==> src/rtl/pmbist_march_engine.sv <==
// pmbist_march_engine
//   Responder end of the BIST instruction interface. A rising edge on ts
//   latches the scan instruction word and runs one march element over the
//   memory under test through a single-port synchronous SRAM port. Read data
//   is compared with the expected pattern, and the block reports a sticky
//   pass/fail result.
//
//   Instruction word (scan):
//     [23]    UPDWN  0 = ascending, 1 = descending
//     [22:19] OP3..OP0   1 = write, 0 = read
//     [18:15] POL3..POL0 1 = invert pattern for that op
//     [14:13] NO     op count minus 1
//     [12:5]  DATA   base pattern
//     [4]     W      checkerboard (pattern ^= {8{addr[0]}})
//     [3:0]   ADMD   range 0..2^ADMD-1 (full range when ADMD >= ADDR_W)
//
//   Ports:
//     clk, rst            clock (rising edge), async active-low reset
//     scan, ts            instruction word, test-start strobe
//     mem_en, mem_we      access strobe, 1 = write / 0 = read
//     mem_addr, mem_wdata access address, write data
//     mem_rdata           read data, valid one cycle after a read strobe
//     busy, done          run in progress, run complete (held)
//     passfail            1 = pass, meaningful while done = 1
//     fail_addr/fail_data first failing address and its read data
//     dbg_state           current FSM state, for observation only
//
//   Optional feature: define PMBIST_FAIL_LOG_EN to capture the first failing
//   read into fail_addr/fail_data; otherwise both outputs are tied to 0.
//
//   Handshake: there is no valid/ready pair here. A run is requested by a
//   0->1 transition on ts while idle or done; busy is high for the whole run
//   and done rises on the same edge busy falls, then holds until the next
//   accepted start or reset.
module pmbist_march_engine #(
  parameter int SCAN_WIDTH = 24,
  parameter int ADDR_W     = 8,
  parameter int DATA_W     = 8
) (
  input  logic                  clk,
  input  logic                  rst,
  input  logic [SCAN_WIDTH-1:0] scan,
  input  logic                  ts,
  output logic                  mem_en,
  output logic                  mem_we,
  output logic [ADDR_W-1:0]     mem_addr,
  output logic [DATA_W-1:0]     mem_wdata,
  input  logic [DATA_W-1:0]     mem_rdata,
  output logic                  busy,
  output logic                  done,
  output logic                  passfail,
  output logic [ADDR_W-1:0]     fail_addr,
  output logic [DATA_W-1:0]     fail_data,
  output logic [2:0]            dbg_state
);

  typedef enum logic [2:0] {
    S_IDLE   = 3'd0,
    S_OP     = 3'd1,
    S_RD_CMP = 3'd2,
    S_NEXT   = 3'd3,
    S_DONE   = 3'd4
  } state_t;

  state_t                state;
  logic [SCAN_WIDTH-1:0] ir;
  logic [1:0]            k;
  logic [ADDR_W-1:0]     addr;
  logic                  fail;
  logic                  ts_q;

  logic                  start;
  logic                  at_end;
  logic                  rd_mismatch;
  logic [ADDR_W-1:0]     start_addr;
  logic [ADDR_W-1:0]     step_addr;
  logic [1:0]            k_inc;

  // Op k is a write when its OP bit is set.
  function automatic logic op_wr(input logic [SCAN_WIDTH-1:0] w,
                                 input logic [1:0] idx);
    logic [3:0] ops;
    ops = w[22:19];
    return ops[idx];
  endfunction

  // Write / expected data for op idx at address a.
  function automatic logic [DATA_W-1:0] op_data(input logic [SCAN_WIDTH-1:0] w,
                                                input logic [ADDR_W-1:0] a,
                                                input logic [1:0] idx);
    logic [DATA_W-1:0] p;
    logic [3:0]        pol;
    p   = w[12:5];
    pol = w[18:15];
    if (w[4])     p = p ^ {DATA_W{a[0]}};
    if (pol[idx]) p = ~p;
    return p;
  endfunction

  // Highest address of the tested range.
  function automatic logic [ADDR_W-1:0] last_addr(input logic [SCAN_WIDTH-1:0] w);
    logic [3:0] admd;
    admd = w[3:0];
    if (32'(admd) >= ADDR_W) return '1;
    return ~({ADDR_W{1'b1}} << admd);
  endfunction

  assign start       = ts & ~ts_q;
  assign start_addr  = scan[23] ? last_addr(scan) : '0;
  assign step_addr   = ir[23] ? addr - 1'b1 : addr + 1'b1;
  assign k_inc       = k + 2'd1;
  // Explicit end compare: the counter never wraps past either end.
  assign at_end      = ir[23] ? (addr == '0) : (addr == last_addr(ir));
  assign rd_mismatch = (mem_rdata != op_data(ir, addr, k));

  assign mem_addr  = addr;
  assign dbg_state = state;

  // Memory strobes are registered together with the transition into S_OP,
  // so mem_en is high exactly in S_OP cycles.
  always_ff @(posedge clk or negedge rst) begin
    if (!rst) begin
      state     <= S_IDLE;
      ir        <= '0;
      k         <= '0;
      addr      <= '0;
      fail      <= 1'b0;
      ts_q      <= 1'b0;
      mem_en    <= 1'b0;
      mem_we    <= 1'b0;
      mem_wdata <= '0;
      busy      <= 1'b0;
      done      <= 1'b0;
      passfail  <= 1'b0;
    end else begin
      ts_q   <= ts;
      mem_en <= 1'b0;
      mem_we <= 1'b0;
      case (state)
        S_IDLE, S_DONE: begin
          if (start) begin
            ir        <= scan;
            busy      <= 1'b1;
            done      <= 1'b0;
            passfail  <= 1'b0;
            fail      <= 1'b0;
            k         <= 2'd0;
            addr      <= start_addr;
            mem_en    <= 1'b1;
            mem_we    <= op_wr(scan, 2'd0);
            mem_wdata <= op_data(scan, start_addr, 2'd0);
            state     <= S_OP;
          end
        end
        S_OP: begin
          if (!op_wr(ir, k)) begin
            state <= S_RD_CMP;
          end else if (k == ir[14:13]) begin
            state <= S_NEXT;
          end else begin
            k         <= k_inc;
            mem_en    <= 1'b1;
            mem_we    <= op_wr(ir, k_inc);
            mem_wdata <= op_data(ir, addr, k_inc);
            state     <= S_OP;
          end
        end
        S_RD_CMP: begin
          if (rd_mismatch) fail <= 1'b1;
          if (k == ir[14:13]) begin
            state <= S_NEXT;
          end else begin
            k         <= k_inc;
            mem_en    <= 1'b1;
            mem_we    <= op_wr(ir, k_inc);
            mem_wdata <= op_data(ir, addr, k_inc);
            state     <= S_OP;
          end
        end
        S_NEXT: begin
          k <= 2'd0;
          if (at_end) begin
            busy     <= 1'b0;
            done     <= 1'b1;
            passfail <= ~fail;
            state    <= S_DONE;
          end else begin
            addr      <= step_addr;
            mem_en    <= 1'b1;
            mem_we    <= op_wr(ir, 2'd0);
            mem_wdata <= op_data(ir, step_addr, 2'd0);
            state     <= S_OP;
          end
        end
        default: state <= S_IDLE;
      endcase
    end
  end

`ifdef PMBIST_FAIL_LOG_EN
  // Only the first mismatch of a run is logged; cleared on an accepted start.
  always_ff @(posedge clk or negedge rst) begin
    if (!rst) begin
      fail_addr <= '0;
      fail_data <= '0;
    end else if (start && (state == S_IDLE || state == S_DONE)) begin
      fail_addr <= '0;
      fail_data <= '0;
    end else if (state == S_RD_CMP && rd_mismatch && !fail) begin
      fail_addr <= addr;
      fail_data <= mem_rdata;
    end
  end
`else
  assign fail_addr = '0;
  assign fail_data = '0;
`endif

endmodule
==> config.mk <==
export PLATFORM = sky130hd
export DESIGN_NAME = pmbist_march_engine
export DESIGN_NICKNAME = d
export VERILOG_FILES = /design/src/rtl/pmbist_march_engine.sv
export SDC_FILE = /design/constraint.sdc
export NUM_CORES = 1
export LEC_CHECK = 0
export ABC_AREA = 1
export BUFFER_PORTS_ARGS = -buffer_cell sky130_fd_sc_hd__buf_2
export CORE_MARGIN = 3
export CORE_UTILIZATION = 45
export CTS_CLUSTER_SIZE = 12
export DETAILED_ROUTE_END_ITERATION = 16
export GPL_TIMING_DRIVEN = 0
export PLACE_DENSITY = 0.63
export SLEW_MARGIN = 20
export SYNTH_ARGS = -nofsm -noshare
export SYNTH_HDL_FRONTEND = slang
export SYNTH_SLANG_ARGS = --single-unit
==> constraint.sdc <==
create_clock -name clk -period 5.2 [get_ports clk]
set_clock_uncertainty 0.1 [all_clocks]
set_input_delay 0.78 -clock clk [delete_from_list [all_inputs] [get_ports clk]]
set_output_delay 0.78 -clock clk [all_outputs]
set_load 0.05 [all_outputs]
# Word-level counts from Yosys, hierarchy flattened
# Index checks and enable logic that the tools add are counted.
# word_totals
regBits	52
input_bits	35
out_inout_bits	40
wordCells	131
# op_classes
add_sub_neg	3
magnitude_cmp	4
eq_ne	14
shifts	2
muxes	71
n_bitwise	13
n_reduce_logical	12
# ops
cell	n
two-way mux 8 bit	29
inverter 8 bit	7
case mux 8 bit (4 select lines)	1
XOR 8 bit	3
two-way mux 1 bit	21
case mux 8 bit (2 select lines)	1
left shift 8 x 4 -> 8 bit (first input constant)	2
!= test 2 bit (second input constant)	7
case mux 3 bit (4 select lines)	1
AND reduction 3 bit	4
two-way mux 2 bit	5
adder 8 x 1 -> 8 bit (second input constant)	1
binary-select mux 1 bit (select 2 bit)	4
== test 8 bit	1
>= comparator 4 bit (second input constant)	2
zero test 8 bit	1
!= test 8 bit	1
case mux 1 bit (2 select lines)	4
case mux 1 bit (4 select lines)	2
case mux 2 bit (4 select lines)	1
subtractor 8 x 1 -> 8 bit (second input constant)	1
== test 3 x 2 -> 1 bit (second input constant)	2
< comparator 2 x 3 -> 1 bit (second input constant)	2
two-way mux 3 bit	2
12 further kinds	14

# Longest topological paths before layout
# Gate-level depths: netlist of the first run.
# depth
depth_word	12
depth_mapped	14
ltp_nobuf	14

# Worst setup path after synthesis of the first run
# No wires, ideal clock.
# synth_timing
kind	register to register
startpoint	register addr[0], in the netlist mem_addr[0]
endpoint	register addr[6], in the netlist mem_addr[6]
setup_time_ns	0.120
t_arrival_ns	1.929
required_ns	4.980
path_slack_ns	3.051
path_stages_with_launch	12
path_buffers	1
period_less_slack_ns	2.149
path_cell_list	dfrtp_1 -> inv_2 -> buf_6 -> fa_1 -> inv_1 -> nand4_1 -> nand3_1 -> nand2_1 -> nand2_1 -> o21ai_0 -> nand3_1 -> nand2_1
# synth_between
elab_chain_cells	4
elab_cells_between_ends	10
classes_between	add/sub: 2; eq/ne: 2; mux: 4; reduce/logical: 2
# synth_lines
item	line_no	text
start, declared	68	logic [ADDR_W-1:0] addr;
start signal, assigned	148	addr <= start_addr;
start signal, assigned	188	addr <= step_addr;
adder 8 x 1 -> 8 bit, or another cell as far along	110	assign step_addr = ir[23] ? addr - 1'b1 : addr + 1'b1;
two-way mux 8 bit / two-way mux 1 bit (equally long branches)	110, 113	
two-way mux 8 bit / != test 2 bit (equally long branches)	-	
case mux 8 bit (2 select lines) / AND reduction 3 bit (equally long branches)	-	
# Several ways; a longest one is shown, not always the timed one. The select of a mux whose other input is x is not followed.
# A chain may end at the register's enable or synchronous reset.

# Final worst setup path of the first run
# layout_timing
startpoint	register addr[0], in the netlist mem_addr[0]
endpoint	register mem_wdata[1]
# layout_between
elab_chain_cells	10
elab_cells_between_ends	29
classes_between	add/sub: 2; eq/ne: 2; mux: 18; bitwise: 5; reduce/logical: 2
# layout_lines
item	line_no	text
adder 8 x 1 -> 8 bit, or another cell as far along	110	
two-way mux 8 bit (on tied branches)	110, 95	
XOR 8 bit / two-way mux 8 bit (equally long branches)	95, 158, 170	
two-way mux 8 bit (on tied branches)	95, 156	
two-way mux 8 bit (on tied branches)	182, 139	
two-way mux 8 bit / inverter 8 bit (equally long branches)	139, 96	
inverter 8 bit / two-way mux 8 bit (equally long branches)	96	if (pol[idx]) p = ~p;
two-way mux 8 bit (on tied branches)	96, 158	
two-way mux 8 bit (on tied branches)	182, 156	
case mux 8 bit (4 select lines)	139	case (state)
end signal, assigned	151	mem_wdata <= op_data(scan, start_addr, 2'd0);
end signal, assigned	176	mem_wdata <= op_data(ir, addr, k_inc);
end signal, assigned	191	mem_wdata <= op_data(ir, step_addr, 2'd0);
end, declared	47	output logic [DATA_W-1:0] mem_wdata,
# Several ways; a longest one is shown, not always the timed one. The select of a mux whose other input is x is not followed.

==> results.ini, run 1 <==
[logic_synthesis]
yosys-top-cells-area=dfrtp_1 32%, nand2_1 21%, nand3_1 12%
synth-edff-count=0
syn_area_um2=4040
yosys_warnings=0
yosysTopAreaCellShare=0.322
netlist_instances=624
ys.flop_type=dfrtp_1
synth.avg_cell_area_um2=6.48
async_flop_share=1.00
synth.distinct_cells=37
synth_top_area_cell=dfrtp_1
synth-seq-cells=52
ys_seq_area_frac=0.322

[setup_path]
critPathMaxFanout=10
crit_path_start_kind=flip-flop
cp_data_arrival_time_ns=2.20
required_ns=5.32
path_class=flip-flop to flip-flop
setup.worst_path.end_class=flip-flop

[clocking]
clock-sinks=52
htreeDepth=2
numCtsBuffers=5
clk_latency_ns=0.32
root_buffer=clkbuf_8
cts_tree=built
clockBufferDepth=2
clk_pin_slew_ns=0.11
postCtsHoldBufs=0
cts_resized=0
postCtsSetupRepairBufs=0

[drt]
dr.pass1.iters=5
route.detailed.drc=0
postRouteAntennaNets=0
routedWlPerCell_um=14.2
via_per_inst=5.26
route.vias.total=4256
drt-total-wl_mm=11.5
drt_iter0_drc=173

[placed_design]
pre_cts_slack_ns=2.92
dp_cells=801
io_buffers=57
place_congestion=0.901
dp_hpwl_mm=8.86
placed_area_um2=4520

[timing]
final.setup.worst_slack_ns=3.11
fin_tns_setup_ns=0
fmax_mhz=479
hold_viol_final=0
worst_pin_slew_ns=0.686
post-route-min-period_ns=2.09
hold_ws_ns=0.371
period_share=0.401
rsz0062_at_grt=no
setup_viol=0
slew_headroom=0.543
drv_slew=0

[floorplanning]
initial_core_util=0.478
core.rowCount=33
pin_count=75
die_w_um=101
core_area_um2=8460
die_h_um=101
dieArea_um2=10200

[grt]
antenna_found_initial=0
grt_usage=0.235
grt_pass1_vias=4102
grt_max_degree=53
grt_pass1_wl_mm=19.2
overflow=0

[pwr]
ir_worst_vdd_mv=0.368
p_seq_frac=0.240
power_switching_share=0.573
powerDensity_nw_per_um2=694
p_leak_nw=2.58
clkPwrFrac=0.079
intPower_mw=1.37
power_frac_comb=0.681
switching_power_mw=1.83

[cells_and_area]
area_delta_synth_final_pct=14.1
final_cells=809
final_nets=745
antenna_cells=0
drive_gt1_frac=0.176
design_area_um2=4610
nFillCells=873

[worst_hold_path]
hold_class=flip-flop to flip-flop

[outcome]
status=finished clean

[flow_run]
cap_violations=0

## sequential cells by signal (all words and copies together), names as in the netlist
register   cells
ir            24
mem_addr       8
mem_wdata      8
dbg_state      3
k              2
busy           1
done           1
fail           1
mem_en         1
mem_we         1
passfail       1
ts_q           1
## final cells by class
type | count | area [um^2] | area share
multi-input combinational | 490 | 2340 | 0.506
sequential | 52 | 1300 | 0.282
timing repair buffer | 57 | 288 | 0.0624
inverter | 65 | 244 | 0.0529
buffer | 32 | 218 | 0.0472
tap | 105 | 131 | 0.0285
clock buffer | 5 | 68.8 | 0.0149
clock inverter | 3 | 27.5 | 0.00597
## metal layers
metal,global-route usage,up-vias,share of wire
met1,0.292,1969,0.42
li1,-,2126,-
met2,0.417,141,0.49
met5,0,-,0
met3,0.0284,20,0.062
met4,0.0850,0,0.026
## worst paths after layout
path                                       endpoint                    start  slack [ns]  cells after the start
min in group asynchronous  mem_wdata[6]$_DFFE_PN0P_                      rst        0.40                      1
hold / removal                 passfail$_DFFE_PN0P_         fail$_DFFE_PN0P_        0.37                      1
max in group asynchronous        ir[20]$_DFFE_PN0P_                      rst        4.15                      1
setup reg to reg           mem_wdata[1]$_DFFE_PN0P_  mem_addr[0]$_DFFE_PN0P_        3.11                      7
hold reg to reg                passfail$_DFFE_PN0P_         fail$_DFFE_PN0P_        0.37                      1
setup / recovery           mem_wdata[1]$_DFFE_PN0P_  mem_addr[0]$_DFFE_PN0P_        3.11                      7
## power groups by stage
| stage | clock, mW | sequential (mW) | combinational, mW |
|---|---|---|---|
| global placement | 0 | 0.764 | 2.12 |
| finish | 0.254 | 0.769 | 2.18 |
| detailed placement | 0 | 0.772 | 2.17 |
| global route | 0.276 | 0.791 | 2.47 |
| floorplan | 0 | 0.981 | 1.43 |
| CTS | 0.261 | 0.764 | 2.18 |
## Yosys cell counts (all sizes together), types with 2 or more instances
| cell | n |
|---|---|
| a21boi | 5 |
| a21o | 2 |
| a21oi | 10 |
| buf | 26 |
| clkbuf | 6 |
| dfrtp | 52 |
| ha | 6 |
| inv | 65 |
| nand2 | 237 |
| nand3 | 96 |
| nand4 | 2 |
| nor2 | 32 |
| nor4 | 2 |
| o21ai | 50 |
| o22ai | 4 |
| or2 | 9 |
| xnor2 | 4 |
| xor2 | 9 |
## critical path: stages (launching register included)
cell and delay [ns]:
dfrtp_1 0.48, buf_4 0.21, nor4_1 0.38, nand3_1 0.18, nand3_1 0.25, nand2_2 0.20
nand2_1 0.13, nand2_1 0.05
## cells in the final DEF, fill, tap and decap left out, types with 3 or more instances in the layout
cell type / n
a21boi_0: 5
a21oi_1: 10
buf_2: 61
buf_4: 19
buf_6: 3
clkbuf_1: 5
clkbuf_8: 5
conb_1: 16
dfrtp_1: 52
ha_1: 6
inv_1: 60
inv_2: 5
nand2_1: 228
nand2_2: 7
nand3_1: 93
nor2_1: 28
o21ai_0: 46
o22ai_1: 4
or2_2: 9
xnor2_1: 4
xor2_1: 9
## kinds of logic (layout without fill, tap and decap cells)
kind of cell | Yosys count | count (layout) | synth area share
simple gates | 380 | 380 | 0.410
other cells | 1 | 16 | 0.000928
xor+xnor | 13 | 13 | 0.0282
buf+inv | 97 | 162 | 0.114
compound gates | 74 | 74 | 0.101
flops | 52 | 52 | 0.322
fa+ha+maj | 7 | 7 | 0.0235
## metrics by stage
stage / power [mW] / util
final: 3.20 / 0.545
after floorplan: 2.41 / -
after CTS: 3.20 / 0.545
after detailed placement: 2.94 / 0.534
after global routing: 3.53 / 0.545
after global placement: 2.88 / 0.533
Power figures use the tool's default switching activity.
==> run 2, diff against run 1 <==
--- a/config.mk
+++ b/config.mk
@@ -12,7 +12,7 @@
 export CTS_CLUSTER_SIZE = 12
 export DETAILED_ROUTE_END_ITERATION = 16
 export GPL_TIMING_DRIVEN = 0
-export PLACE_DENSITY = 0.63
+export PLACE_DENSITY = 0.65
 export SLEW_MARGIN = 20
 export SYNTH_ARGS = -nofsm -noshare
 export SYNTH_HDL_FRONTEND = slang
==> constraint.sdc (replaced) <==
create_clock -name clk -period 1.8 [get_ports clk]
set_clock_uncertainty 0.1 [all_clocks]
set_input_delay 0.27 -clock clk [delete_from_list [all_inputs] [get_ports clk]]
set_output_delay 0.27 -clock clk [all_outputs]
set_load 0.05 [all_outputs]
==> run 2 against run 1 <==
  * The flow now finishes with violations (negative setup slack)
  * Non-clock buffer count increased by 25
  * Register-to-register slack got worse by 3.1 ns
  * Worst setup slack got worse by 3.1 ns
  * Design area increased by 10%
  * Via count increased by 3.8%
  * Global-route usage increased by 0.42 points
  * Critical path depth unchanged
  * Clock power increased to 2.8 times the previous value
  * Combinational power increased to 3.4 times the previous value
  * Sequential share of layout area decreased by 2.3 points
  * Critical path type unchanged
  * Largest power group unchanged
==> results.ini, run 2 (synthesis gave the netlist of run 1 again) <==
[outcome]
status=finished with violations
violations=negative setup slack

[cells_and_area]
final_cell_mix=216 x nand2_1, 81 x nand3_1, 61 x buf_2
final_common_cell=nand2_1
area_delta_synth_final_pct=25.9
drive_gt1_frac=0.287
final_nets=770
nFillCells=804
top_register=ir
antenna_cells=0
largest_reg_flops=24
final_cells=834
fin_util=0.601

[placed_design]
pre_cts_slack_ns=-0.159
io_buffers=57
place_congestion=0.882
dp_cells=801
dp_hpwl_mm=8.75

[pwr]
p_leak_nw=2.74
powerDensity_nw_per_um2=2060
ir_worst_vdd_mv=1.11

[floorplanning]
pin_count=75
core.rowCount=33
core_area_um2=8460
die_h_um=101
initial_core_util=0.478
die_w_um=101
dieArea_um2=10200

[timing]
drv_slew=0
hold_viol_final=0
setup_viol=2
rsz0062_at_grt=yes
hold_ws_ns=0.0517
post-route-min-period_ns=1.83
final.setup.worst_slack_ns=-0.0328
worst_pin_slew_ns=0.687
fmax_mhz=546
slew_headroom=0.542
period_share=1.02

[clocking]
clk_latency_ns=0.31
root_buffer=clkbuf_8
clockBufferDepth=2
htreeDepth=2
cts_tree=built
clk_pin_slew_ns=0.10
numCtsBuffers=5
clock-sinks=52

[drt]
drt_iter0_drc=302
routedWlPerCell_um=14.4
via_per_inst=5.30
route.vias.total=4417
drt-total-wl_mm=12.0
route.detailed.drc=0
postRouteAntennaNets=0
dr.pass1.iters=6

[worst_hold_path]
whs_endpoint=ir[14]$_DFFE_PN0P_
hp-start=scan[14]
hold_class=primary input to flip-flop
min_path_cells=3

[grt]
overflow=0
grt_usage=0.239
grt_max_degree=53
grt_pass1_vias=4057
antenna_found_initial=0
grt_pass1_wl_mm=19.5

[setup_path]
setup.worst_path.end_class=flip-flop
r2r_slack_ns=-0.03
critPathMaxFanout=8
required_ns=1.96
crit_slowest_cell=dfrtp_2
r2r_end=mem_addr[2]$_DFFE_PN0P_
worstReg2RegStart=ir[23]$_DFFE_PN0P_
path_class=flip-flop to flip-flop
crit_chain=inv_2, fa_2, buf_4, xor2_1, o32ai_1, nand3_1, nand2_1
crit_path_start_kind=flip-flop
reg2reg_depth=7
critPathMaxStageDelay_ns=0.55
cp_data_arrival_time_ns=1.99
cp-startpoint=ir[23]$_DFFE_PN0P_

[flow_run]
cap_violations=0

[run 2: cell types whose count changed in the layout (fill, tap and decap cells not counted), moves of 9 or more]
cell     before  now
dfrtp_2       0   12
buf_4        19   40
nand2_1     228  216
o21ai_0      46   37
nand3_1      93   81
dfrtp_1      52   40
nand3_2       2   11
[run 2: cell type report]
class                           count  area (um^2)  share of cell area
Multi-Input combinational cell    490         2560               0.504
Sequential cell                    52         1320               0.259
Timing Repair Buffer               83          498              0.0979
Inverter                           65          260              0.0511
Buffer                             31          228              0.0448
Tap cell                          105          131              0.0258
Clock buffer                        5         68.8              0.0135
Clock inverter                      3         21.3             0.00418
[run 2: repair_timing]
item	CTS	global route
buffers inserted	13	10
endpoints found under the hold margin	53	0
hold buffers	2	0
gates resized for setup	30	57
cloned	0	1
endpoints found under the setup margin	23	43
pin swaps	10	14
[run 2: how the worst max path moves through the flow]
stage,slack [ns],end,cells after the start
after CTS,-0.006,mem_addr[6]$_DFFE_PN0P_,11
after global placement,-0.16,mem_addr[6]$_DFFE_PN0P_,9
after floorplan,-0.05,mem_addr[6]$_DFFE_PN0P_,11
after detailed placement,-0.16,mem_wdata[0]$_DFFE_PN0P_,7
after global routing,-0.16,mem_addr[6]$_DFFE_PN0P_,10
final,-0.03,mem_addr[2]$_DFFE_PN0P_,7
[run 2: report_power, final]
part | switching [mW] | internal [mW]
registers | 0.603 | 1.72
logic | 4.82 | 2.62
clock network | 0.426 | 0.277
[run 2: per-stage QoR]
stage	setup TNS (ns)	instance area [um^2]	power, mW
3_5_place_dp	-2.06	4530	8.56
6_report	-0.0453	5090	10.5
3_3_place_gp	-1.75	4530	8.41
4_1_cts	-0.00580	4820	9.65
5_1_grt	-1.81	5090	11.5
2_1_floorplan	-0.0522	4110	6.99
[run 2: routing by layer]
layer | wire length [um] | vias to the layer above | track usage
li1 | - | 2181 | -
met1 | 5280 | 2045 | 0.325
met2 | 5730 | 175 | 0.403
met3 | 787 | 16 | 0.0388
met4 | 170 | 0 | 0.0518
met5 | 0 | - | 0
[run 2: critical path: cells and delay by family (launching register included)]
family          cells  cell delay, ns
flops               1            0.55
fa+ha+maj           1            0.43
buf+inv             2            0.23
simple gates        2            0.18
xor+xnor            1            0.14
compound gates      1            0.14
==> run 3, diff against run 2 <==
--- a/config.mk
+++ b/config.mk
@@ -12,7 +12,7 @@
 export CTS_CLUSTER_SIZE = 12
 export DETAILED_ROUTE_END_ITERATION = 16
 export GPL_TIMING_DRIVEN = 0
-export PLACE_DENSITY = 0.65
+export PLACE_DENSITY = 0.63
 export SLEW_MARGIN = 20
 export SYNTH_ARGS = -nofsm -noshare
 export SYNTH_HDL_FRONTEND = slang
==> constraint.sdc (replaced) <==
create_clock -name clk -period 1.7 [get_ports clk]
set_clock_uncertainty 0.1 [all_clocks]
set_input_delay 0.255 -clock clk [delete_from_list [all_inputs] [get_ports clk]]
set_output_delay 0.255 -clock clk [all_outputs]
set_load 0.1 [all_outputs]
==> run 3 against run 2 <==
  * The flow still finishes with violations (negative setup slack)
  * Design area is 1.2% higher
  * Worst setup slack worse by 0.14 ns
  * Global-route usage shrank 1.2 points
  * Register-to-register slack got worse by 0.14 ns
  * Non-clock buffer count down 10
  * Critical path type unchanged
  * Largest cell class unchanged
==> results.ini, run 3 (synthesis gave the netlist of run 1 again) <==
[drt]
route.detailed.drc=0
dr.pass1.iters=5
via_per_inst=5.19
postRouteAntennaNets=0
routedWlPerCell_um=14.1
drt_iter0_drc=218
drt-total-wl_mm=11.6
route.vias.total=4279

[cells_and_area]
final_cell_mix=212 x nand2_1, 84 x nand3_1, 58 x buf_2
antenna_cells=0
final_common_cell=nand2_1
largest_reg_flops=24
final_nets=761
final_cells=825
design_area_um2=5150
top_register=ir
area_delta_synth_final_pct=27.4
drive_gt1_frac=0.297

[setup_path]
crit_path_start_kind=flip-flop
reg2reg_depth=11
crit_slowest_cell=dfrtp_2
critPathMaxStageDelay_ns=0.46
r2r_end=mem_addr[4]$_DFFE_PN0P_
crit_cells=11
crit_chain=nor2_4, nand3_2, nand2_1, nand2_1, nor2_2, nand3_2, nand2_2, nand2_4, buf_8, nand3_1, nand2_1
crit_family=simple AND/OR/NAND/NOR gates
worstReg2RegStart=ir[2]$_DFFE_PN0P_
cp_data_arrival_time_ns=1.99
critPathMaxFanout=10
critical_path_buf_inv_count=1
path_class=flip-flop to flip-flop
setup.worst_path.end_class=flip-flop
r2r_slack_ns=-0.17
required_ns=1.82
cp_common_cell=nand2_1

[outcome]
status=finished with violations
violations=negative setup slack

[clocking]
clk_latency_ns=0.32
clockBufferDepth=2
root_buffer=clkbuf_8
numCtsBuffers=5
htreeDepth=2
clock-sinks=52
cts_tree=built
clk_pin_slew_ns=0.11

[timing]
worst_pin_slew_ns=0.674
final.setup.worst_slack_ns=-0.169
hold_ws_ns=0.0322
fmax_mhz=535
post-route-min-period_ns=1.87
slew_headroom=0.550
rsz0062_at_grt=yes
hold_viol_final=0
drv_slew=0
setup_viol=23
period_share=1.10

[floorplanning]
die_w_um=101
dieArea_um2=10200
core_area_um2=8460
core.rowCount=33
pin_count=75
initial_core_util=0.478
die_h_um=101

[flow_run]
cap_violations=0

[grt]
grt_max_degree=53
overflow=0
grt_pass1_wl_mm=18.6
grt_usage=0.227
grt_pass1_vias=3881
antenna_found_initial=0

[worst_hold_path]
whs_endpoint=ir[21]$_DFFE_PN0P_
hold_class=primary input to flip-flop
min_path_cells=3
hp-start=scan[21]

[placed_design]
place_congestion=0.879
io_buffers=57
placed_area_um2=4610
dp_cells=801
dp_hpwl_mm=8.34
pre_cts_slack_ns=-0.310

==> run 3: final cells by class <==
cell class	count	area, um^2
sequential	52	1340
multi-input combinational	491	2640
clock inverter	3	27.5
tap	105	131
inverter	65	262
fill	825	3310
timing repair buffer	73	427
buffer	31	249
clock buffer	5	68.8
==> run 3: repair_timing <==
action / 4_1_cts / 5_1_grt
hold buffers: 2 / 0
pin swaps: 8 / 6
buffers inserted: 10 / 4
setup endpoints to repair: 48 / 41
resized for setup: 44 / 61
endpoints found under the hold margin: 53 / 0
gates cloned: 0 / 1
==> run 3: how the worst max path moves through the flow <==
stage               slack [ns]                     from                      end
floorplan                -0.17  mem_addr[0]$_DFFE_PN0P_  mem_addr[6]$_DFFE_PN0P_
global placement         -0.29       ir[23]$_DFFE_PN0P_  mem_addr[6]$_DFFE_PN0P_
detailed placement       -0.31       ir[23]$_DFFE_PN0P_  mem_addr[6]$_DFFE_PN0P_
CTS                      -0.10       ir[23]$_DFFE_PN0P_  mem_addr[4]$_DFFE_PN0P_
global route             -0.29        ir[2]$_DFFE_PN0P_  mem_addr[4]$_DFFE_PN0P_
finish                   -0.17        ir[2]$_DFFE_PN0P_  mem_addr[4]$_DFFE_PN0P_
==> run 3: metrics by stage <==
step / utilization / setup TNS (ns)
CTS: 0.585 / -1.56
global route: 0.609 / -5.27
floorplan: - / -2.43
detailed placement: 0.545 / -6.67
global placement: 0.544 / -5.34
finish: 0.609 / -2.33
==> run 3: worst register-to-register path, delay by kind of cell, from the launching register on <==
family | cells | cell delay (ns)
buffers and inverters | 1 | 0.16
DFF | 1 | 0.46
and+or+nand+nor | 10 | 1.06
==> run 3: metal layers <==
| metal | track usage | vias to the layer above | wire, um |
|---|---|---|---|
| li1 | - | 2157 | - |
| met1 | 0.314 | 1973 | 5430 |
| met2 | 0.381 | 140 | 5460 |
| met3 | 0.0263 | 9 | 626 |
| met4 | 0.0518 | 0 | 116 |
| met5 | 0 | - | 0 |
Power of run 3 is not shown: default switching activity piles up to over one toggle a cycle in this logic, so the estimate is an artifact.
